$ cat config.mk
export PLATFORM = sky130hd
export DESIGN_NAME = framebuffer_writer
export DESIGN_NICKNAME = d
export VERILOG_FILES = /design/src/rtl/buffer_config_pkg.sv /design/src/rtl/fb_cmd_pkg.sv /design/src/rtl/fb_rect_clip.sv /design/src/rtl/framebuffer_writer.sv
export SDC_FILE = /design/constraint.sdc
export NUM_CORES = 1
export LEC_CHECK = 0
export CAP_MARGIN = 40
export CORE_UTILIZATION = 53
export DETAILED_ROUTE_END_ITERATION = 7
export PLACE_DENSITY = 0.78
export SYNTH_ARGS = -nofsm -noshare
export SYNTH_HDL_FRONTEND = slang
export SYNTH_SLANG_ARGS = --single-unit
$ cat constraint.sdc
create_clock -name clk_system -period 3.4 [get_ports clk_system]
set_clock_uncertainty 0.2 [all_clocks]
set_input_delay 1.02 -clock clk_system [delete_from_list [all_inputs] [get_ports clk_system]]
set_output_delay 1.02 -clock clk_system [all_outputs]
set_load 0.02 [all_outputs]
$ cat src/rtl/buffer_config_pkg.sv
// Framebuffer geometry shared by the display scan-out and the write-side master.
package buffer_config_pkg;

  typedef struct packed {
    int unsigned width;
    int unsigned height;
    int unsigned addr_width;
    int unsigned data_width;
  } buffer_config_t;

  localparam buffer_config_t BUFFER_160x120x12 = '{
    width:      160,
    height:     120,
    addr_width: 15,
    data_width: 12
  };

endpackage

$ cat src/rtl/fb_cmd_pkg.sv
// Command, opcode and FSM types for the framebuffer writer, plus a constant-multiply helper.
package fb_cmd_pkg;
  import buffer_config_pkg::*;

  localparam int FB_XW = $clog2(BUFFER_160x120x12.width) + 1;
  localparam int FB_YW = $clog2(BUFFER_160x120x12.height) + 1;
  localparam int FB_DW = BUFFER_160x120x12.data_width;

  typedef enum logic {
    FB_FILL_RECT = 1'b0,
    FB_CLEAR     = 1'b1
  } fb_cmd_op_t;

  typedef struct packed {
    fb_cmd_op_t       op;
    logic [FB_XW-1:0] x;
    logic [FB_YW-1:0] y;
    logic [FB_XW-1:0] w;
    logic [FB_YW-1:0] h;
    logic [FB_DW-1:0] color;
  } fb_cmd_t;

  typedef enum logic [1:0] {
    IDLE  = 2'd0,
    SETUP = 2'd1,
    FILL  = 2'd2,
    DONE  = 2'd3
  } fb_writer_state_t;

  // k is always an elaboration-time constant, so this folds into a few shifted adds.
  function automatic logic [31:0] mulConst(input logic [31:0] a, input int unsigned k);
    logic [31:0] acc;
    acc = '0;
    for (int i = 0; i < 32; i++) begin
      if (k[i]) acc = acc + (a << i);
    end
    return acc;
  endfunction

endpackage

$ cat src/rtl/fb_rect_clip.sv
// Purely combinational clip of a rectangle against the framebuffer bounds.
module fb_rect_clip
  import buffer_config_pkg::*;
#(
  parameter buffer_config_t BUFFER_CONFIG = BUFFER_160x120x12
) (
  input  logic [$clog2(BUFFER_CONFIG.width):0]  i_x,
  input  logic [$clog2(BUFFER_CONFIG.height):0] i_y,
  input  logic [$clog2(BUFFER_CONFIG.width):0]  i_w,
  input  logic [$clog2(BUFFER_CONFIG.height):0] i_h,
  output logic [$clog2(BUFFER_CONFIG.width):0]  o_xStart,
  output logic [$clog2(BUFFER_CONFIG.height):0] o_yStart,
  output logic [$clog2(BUFFER_CONFIG.width):0]  o_xEnd,
  output logic [$clog2(BUFFER_CONFIG.height):0] o_yEnd,
  output logic                                  o_empty
);

  localparam int XW = $clog2(BUFFER_CONFIG.width) + 1;
  localparam int YW = $clog2(BUFFER_CONFIG.height) + 1;
  localparam logic [XW:0] WIDTH_EXT  = (XW + 1)'(BUFFER_CONFIG.width);
  localparam logic [YW:0] HEIGHT_EXT = (YW + 1)'(BUFFER_CONFIG.height);

  logic [XW:0] w_xSum;
  logic [YW:0] w_ySum;

  // The extra sum bit keeps x+w from wrapping before it is compared to the edge.
  always_comb begin
    w_xSum   = {1'b0, i_x} + {1'b0, i_w};
    w_ySum   = {1'b0, i_y} + {1'b0, i_h};
    o_xStart = i_x;
    o_yStart = i_y;
    o_xEnd   = (w_xSum > WIDTH_EXT)  ? WIDTH_EXT[XW-1:0]  : w_xSum[XW-1:0];
    o_yEnd   = (w_ySum > HEIGHT_EXT) ? HEIGHT_EXT[YW-1:0] : w_ySum[YW-1:0];
    o_empty  = (i_w == '0) || (i_h == '0) ||
               ({1'b0, i_x} >= WIDTH_EXT) || ({1'b0, i_y} >= HEIGHT_EXT);
  end

endmodule

$ cat src/rtl/framebuffer_writer.sv
// Write-side framebuffer master: accepts FILL_RECT/CLEAR commands and streams one clipped
// pixel per clock into the BRAM write port in raster order.
module framebuffer_writer
  import buffer_config_pkg::*;
  import fb_cmd_pkg::*;
#(
  parameter buffer_config_t BUFFER_CONFIG = BUFFER_160x120x12
) (
  input  logic                                   clk_system,
  input  logic                                   rstn_system,
  input  logic                                   cmd_valid,
  output logic                                   cmd_ready,
  input  fb_cmd_op_t                             cmd_op,
  input  logic [$clog2(BUFFER_CONFIG.width):0]   cmd_x,
  input  logic [$clog2(BUFFER_CONFIG.height):0]  cmd_y,
  input  logic [$clog2(BUFFER_CONFIG.width):0]   cmd_w,
  input  logic [$clog2(BUFFER_CONFIG.height):0]  cmd_h,
  input  logic [BUFFER_CONFIG.data_width-1:0]    cmd_color,
  output logic                                   write_en,
  output logic [BUFFER_CONFIG.addr_width-1:0]    write_addr,
  output logic [BUFFER_CONFIG.data_width-1:0]    write_data,
  output logic                                   busy,
  output logic                                   done
);

  localparam int XW = $clog2(BUFFER_CONFIG.width) + 1;
  localparam int YW = $clog2(BUFFER_CONFIG.height) + 1;
  localparam int AW = BUFFER_CONFIG.addr_width;
  localparam int DW = BUFFER_CONFIG.data_width;
  localparam logic [XW-1:0] FULL_W   = XW'(BUFFER_CONFIG.width);
  localparam logic [YW-1:0] FULL_H   = YW'(BUFFER_CONFIG.height);
  localparam logic [AW-1:0] ROW_STEP = AW'(BUFFER_CONFIG.width);

  fb_writer_state_t r_state;
  fb_cmd_op_t       r_op;
  logic [XW-1:0]    r_cmdX, r_cmdW, r_x, r_xStart, r_xEnd;
  logic [YW-1:0]    r_cmdY, r_cmdH, r_y, r_yEnd;
  logic [AW-1:0]    r_rowBase, r_writeAddr;
  logic [DW-1:0]    r_writeData;
  logic             r_writeEn, r_busy, r_done, r_cmdReady;

  logic [XW-1:0]    w_clipX, w_clipW, w_xStart, w_xEnd, w_xNext;
  logic [YW-1:0]    w_clipY, w_clipH, w_yStart, w_yEnd, w_yNext;
  logic [AW-1:0]    w_firstRowBase, w_nextRowBase;
  logic             w_empty, w_lastCol, w_lastRow;

  // CLEAR reuses the rectangle path as a full-buffer fill.
  always_comb begin
    w_clipX        = (r_op == FB_CLEAR) ? '0     : r_cmdX;
    w_clipY        = (r_op == FB_CLEAR) ? '0     : r_cmdY;
    w_clipW        = (r_op == FB_CLEAR) ? FULL_W : r_cmdW;
    w_clipH        = (r_op == FB_CLEAR) ? FULL_H : r_cmdH;
    w_firstRowBase = AW'(mulConst(32'(w_yStart), BUFFER_CONFIG.width));
    w_xNext        = r_x + 1'b1;
    w_yNext        = r_y + 1'b1;
    w_lastCol      = (w_xNext == r_xEnd);
    w_lastRow      = (w_yNext == r_yEnd);
    w_nextRowBase  = r_rowBase + ROW_STEP;
  end

  fb_rect_clip #(
    .BUFFER_CONFIG(BUFFER_CONFIG)
  ) u_rectClip (
    .i_x     (w_clipX),
    .i_y     (w_clipY),
    .i_w     (w_clipW),
    .i_h     (w_clipH),
    .o_xStart(w_xStart),
    .o_yStart(w_yStart),
    .o_xEnd  (w_xEnd),
    .o_yEnd  (w_yEnd),
    .o_empty (w_empty)
  );

  always_ff @(posedge clk_system or negedge rstn_system) begin
    if (!rstn_system) begin
      r_state     <= IDLE;
      r_op        <= FB_FILL_RECT;
      r_cmdX      <= '0;
      r_cmdY      <= '0;
      r_cmdW      <= '0;
      r_cmdH      <= '0;
      r_x         <= '0;
      r_xStart    <= '0;
      r_xEnd      <= '0;
      r_y         <= '0;
      r_yEnd      <= '0;
      r_rowBase   <= '0;
      r_writeAddr <= '0;
      r_writeData <= '0;
      r_writeEn   <= 1'b0;
      r_busy      <= 1'b0;
      r_done      <= 1'b0;
      r_cmdReady  <= 1'b1;
    end else begin
      r_done <= 1'b0;
      case (r_state)
        IDLE: begin
          if (cmd_valid && r_cmdReady) begin
            r_op        <= cmd_op;
            r_cmdX      <= cmd_x;
            r_cmdY      <= cmd_y;
            r_cmdW      <= cmd_w;
            r_cmdH      <= cmd_h;
            r_writeData <= cmd_color;
            r_cmdReady  <= 1'b0;
            r_busy      <= 1'b1;
            r_state     <= SETUP;
          end
        end
        SETUP: begin
          if (w_empty) begin
            r_done  <= 1'b1;
            r_state <= DONE;
          end else begin
            r_x         <= w_xStart;
            r_xStart    <= w_xStart;
            r_xEnd      <= w_xEnd;
            r_y         <= w_yStart;
            r_yEnd      <= w_yEnd;
            r_rowBase   <= w_firstRowBase;
            r_writeAddr <= w_firstRowBase + AW'(w_xStart);
            r_writeEn   <= 1'b1;
            r_state     <= FILL;
          end
        end
        FILL: begin
          // write_addr always holds row_base + x for the pixel currently on the port.
          if (w_lastCol && w_lastRow) begin
            r_writeEn <= 1'b0;
            r_done    <= 1'b1;
            r_state   <= DONE;
          end else if (w_lastCol) begin
            r_x         <= r_xStart;
            r_y         <= w_yNext;
            r_rowBase   <= w_nextRowBase;
            r_writeAddr <= w_nextRowBase + AW'(r_xStart);
          end else begin
            r_x         <= w_xNext;
            r_writeAddr <= r_writeAddr + 1'b1;
          end
        end
        DONE: begin
          r_busy     <= 1'b0;
          r_cmdReady <= 1'b1;
          r_state    <= IDLE;
        end
        default: r_state <= IDLE;
      endcase
    end
  end

  assign cmd_ready  = r_cmdReady;
  assign write_en   = r_writeEn;
  assign write_addr = r_writeAddr;
  assign write_data = r_writeData;
  assign busy       = r_busy;
  assign done       = r_done;

endmodule

==> impl_metrics.json <==
{
  "cts_buffers": 17,
  "setup_slack_ps": 151.1,
  "antenna_found_initial": 0,
  "synth_top_area_share_pct": 37.46,
  "p_sw_share_pct": 44.06,
  "final.period_utilization_pct": 95.56,
  "cp-end-kind": "flop",
  "die_area_mm2": 0.01562,
  "final_layout_size_suffix_gt1_share_pct": 16.25,
  "post-place-ws_ps": 77.53,
  "ant_nets": 0,
  "post_synth_num_cell_types": 74,
  "synthToLayoutAreaGrowth_pct": 22.40,
  "cts_tree": "built",
  "yosys-top-cells-count": "dfrtp_1, nor2_1, nand2_1, mux2_2, a21oi_1",
  "crit_type": "reg -> reg",
  "root_buffer": "clkbuf_16",
  "hold_buffers": 0,
  "num-fill-cells": 1142,
  "yosys_register_bits": 121,
  "timing.hold.ws_ps": 277.9,
  "dp_hpwl_um": 14040,
  "cap_violations": 0,
  "status": "finished, violations left",
  "drt-pass1-iter-count": 7,
  "async_reset_ff_share_pct": 100.0,
  "crit_start": "r_op",
  "syn-num-nets": 943,
  "gp_congestion": 0.9077,
  "fmaxAchievable_mhz": 307.8,
  "num-nets-final": 1027,
  "via_per_inst": 5.997,
  "synth_largest_area_cell": "dfrtp_1",
  "post-place-cells": 1106,
  "max-clock-path-buffers": 2,
  "cp-start-kind": "flop",
  "grt_max_degree": 50,
  "clk_latency_ps": 420,
  "grt_overflow": 0,
  "grt_pass1_wl_um": 32460,
  "p_comb_share_pct": 58.7,
  "netlist_instances": 857,
  "netSwitchingPower_w": 0.005072,
  "layoutNonFillerInstCount": 1138,
  "violations": "design-rule violations",
  "seq_power_share_pct": 24.7,
  "ys_warn_count": 0,
  "rows": 44,
  "setup_viol": 0,
  "core_area_mm2": 0.01464,
  "port_buffers": 80,
  "synth_area_leaders": "dfrtp_1, mux2_2, ha_1, xnor2_1, a21oi_1",
  "grt_use_total_pct": 25.99,
  "hold_viol_final": 0,
  "setup-tns-final_ps": 0,
  "start_util_pct": 54.73,
  "die_height_um": 125.0,
  "cp.arrival_ps": 3350,
  "grt_pass1_vias": 6422,
  "drt-total-wl_um": 19230,
  "synth_ff_type": "dfrtp_1",
  "power_density_mw_per_mm2": 1173,
  "hp-class": "reg -> reg",
  "clkTransAtPathRegs_ps": 60,
  "leakage_nw": 4.254,
  "io_pins": 81,
  "cts.sinks": 121,
  "diodes": 0,
  "min_period_ps": 3249,
  "ys_seq_area_share_pct": 37.79,
  "maxSlewHeadroom_pct": 52.34,
  "netlist_area_mm2": 0.008015,
  "syn_avg_cell_area_um2": 9.353,
  "vdd_drop_max_uv": 553.4,
  "worst_pin_slew_ps": 712.3,
  "path_max_fanout": 13,
  "final_util_pct": 66.99,
  "drt-initial-drc-count": 541,
  "rsz0062_at_grt": "no",
  "power.internal_w": 0.006440,
  "min_from": "r_xStart[3]",
  "die_w_um": 125.0,
  "r2r-start": "r_op",
  "post_drt_wl_per_cell_um": 16.90,
  "h-tree-depth": 4,
  "required_ps": 3500,
  "synth_edf_count": 0,
  "final-max-slew-violation-count": 0,
  "power.clock.fraction_pct": 16.7,
  "yosysMostFrequentCell": "dfrtp_1",
  "via_count": 6825,
  "drt_drc_violations_left": 9
}
-- timing repair --
item	in CTS	in global routing
gates resized for setup	0	13
buffers inserted	0	0
endpoints found under the setup margin	0	19
-- logic make-up (layout without fill, tap and decap cells) --
kind of cell | count (synthesis) | in the layout | share of synthesized area (%)
adder cells (fa/ha/maj) | 38 | 38 | 5.963
AO/OA/AOI/OAI | 204 | 204 | 16.70
flip-flops | 121 | 121 | 37.79
AND/OR/NAND/NOR | 262 | 262 | 16.41
XOR/XNOR | 76 | 76 | 8.305
buffers and inverters | 77 | 174 | 3.965
multiplexers | 79 | 79 | 10.86
-- flip-flops by register name, summed over array words and instances (netlist names), 2 cells and up --
register,cells
r_cmdH,8
r_cmdW,9
r_cmdX,9
r_cmdY,8
r_rowBase,10
r_state,2
r_x,9
r_xEnd,9
r_xStart,9
r_y,8
r_yEnd,8
write_addr,15
write_data,12
-- cell usage in the layout (no fill, tap or decap), types with 7 or more instances in the layout --
cell / n
a211oi_1: 8
a21o_1: 8
a21oi_1: 57
a31oi_1: 16
and2_1: 7
and3_1: 16
buf_4: 26
clkbuf_16: 17
clkdlybuf4s50_1: 79
dfrtp_1: 119
ha_1: 34
inv_1: 30
mux2_2: 64
mux2i_1: 15
nand2_1: 64
nand2b_1: 7
nand3_1: 20
nor2_1: 67
nor2b_1: 22
nor3_1: 13
o211ai_1: 7
o21ai_0: 43
xnor2_1: 47
xor2_1: 28
-- metrics by stage --
stage | instance area [um^2] | total power, W
after CTS | 9772 | 0.01140
after global routing | 9811 | 0.01237
after detailed placement | 9144 | 0.009403
after floorplan | 8030 | 0.007529
after global placement | 9116 | 0.009187
final | 9811 | 0.01151
-- worst max-delay path, cell delays in order, from the launching register on --
cell      delay, ps
dfrtp_2         450
buf_4           200
nor2b_2         270
ha_1            290
a21o_1          180
a21oi_1         240
o21bai_1         90
a21oi_1         230
o21ai_0         210
xnor2_1         190
or2_2           320
a32o_1          250
-- cell type report --
cell class | count | area (um^2) | share of cell area [%]
Clock inverter | 14 | 198.9 | 2.028
Inverter | 32 | 120.1 | 1.224
Sequential cell | 121 | 3030 | 30.89
Timing Repair Buffer | 110 | 1085 | 11.06
Tap cell | 184 | 230.2 | 2.347
Multi-Input combinational cell | 659 | 4717 | 48.08
Clock buffer | 18 | 429.2 | 4.374
-- worst paths after layout --
kind                            slack [ps]  cells past startpoint        endpoint
max in group asynchronous             2020                      2       cmd_ready
worst max register to register         150                     11       r_xEnd[3]
worst max-delay path                   150                     11       r_xEnd[3]
worst min register to register         280                      2     r_xStart[3]
worst min-delay path                   280                      2     r_xStart[3]
min in group asynchronous              320                      1  write_data[10]
-- power by group through the flow --
stage	registers, W	clock network [W]	logic (W)
3_3_place_gp	0.00281	0	0.00638
3_5_place_dp	0.00284	0	0.00656
5_1_grt	0.00295	0.00200	0.00742
2_1_floorplan	0.00280	0	0.00473
4_1_cts	0.00282	0.00194	0.00664
6_report	0.00284	0.00192	0.00675
-- layer usage --
layer | share of wire [%] | vias up | global-route usage, % | wire length (um)
met5 | 0 | - | 0 | 0
met4 | 2.1 | 0 | 9.469 | 395
met3 | 5.7 | 33 | 4.750 | 1090
met2 | 45 | 248 | 40.16 | 8677
met1 | 47 | 3290 | 36.57 | 9069
li1 | - | 3254 | - | -
Note: power is estimated with default switching activity, not from simulation.
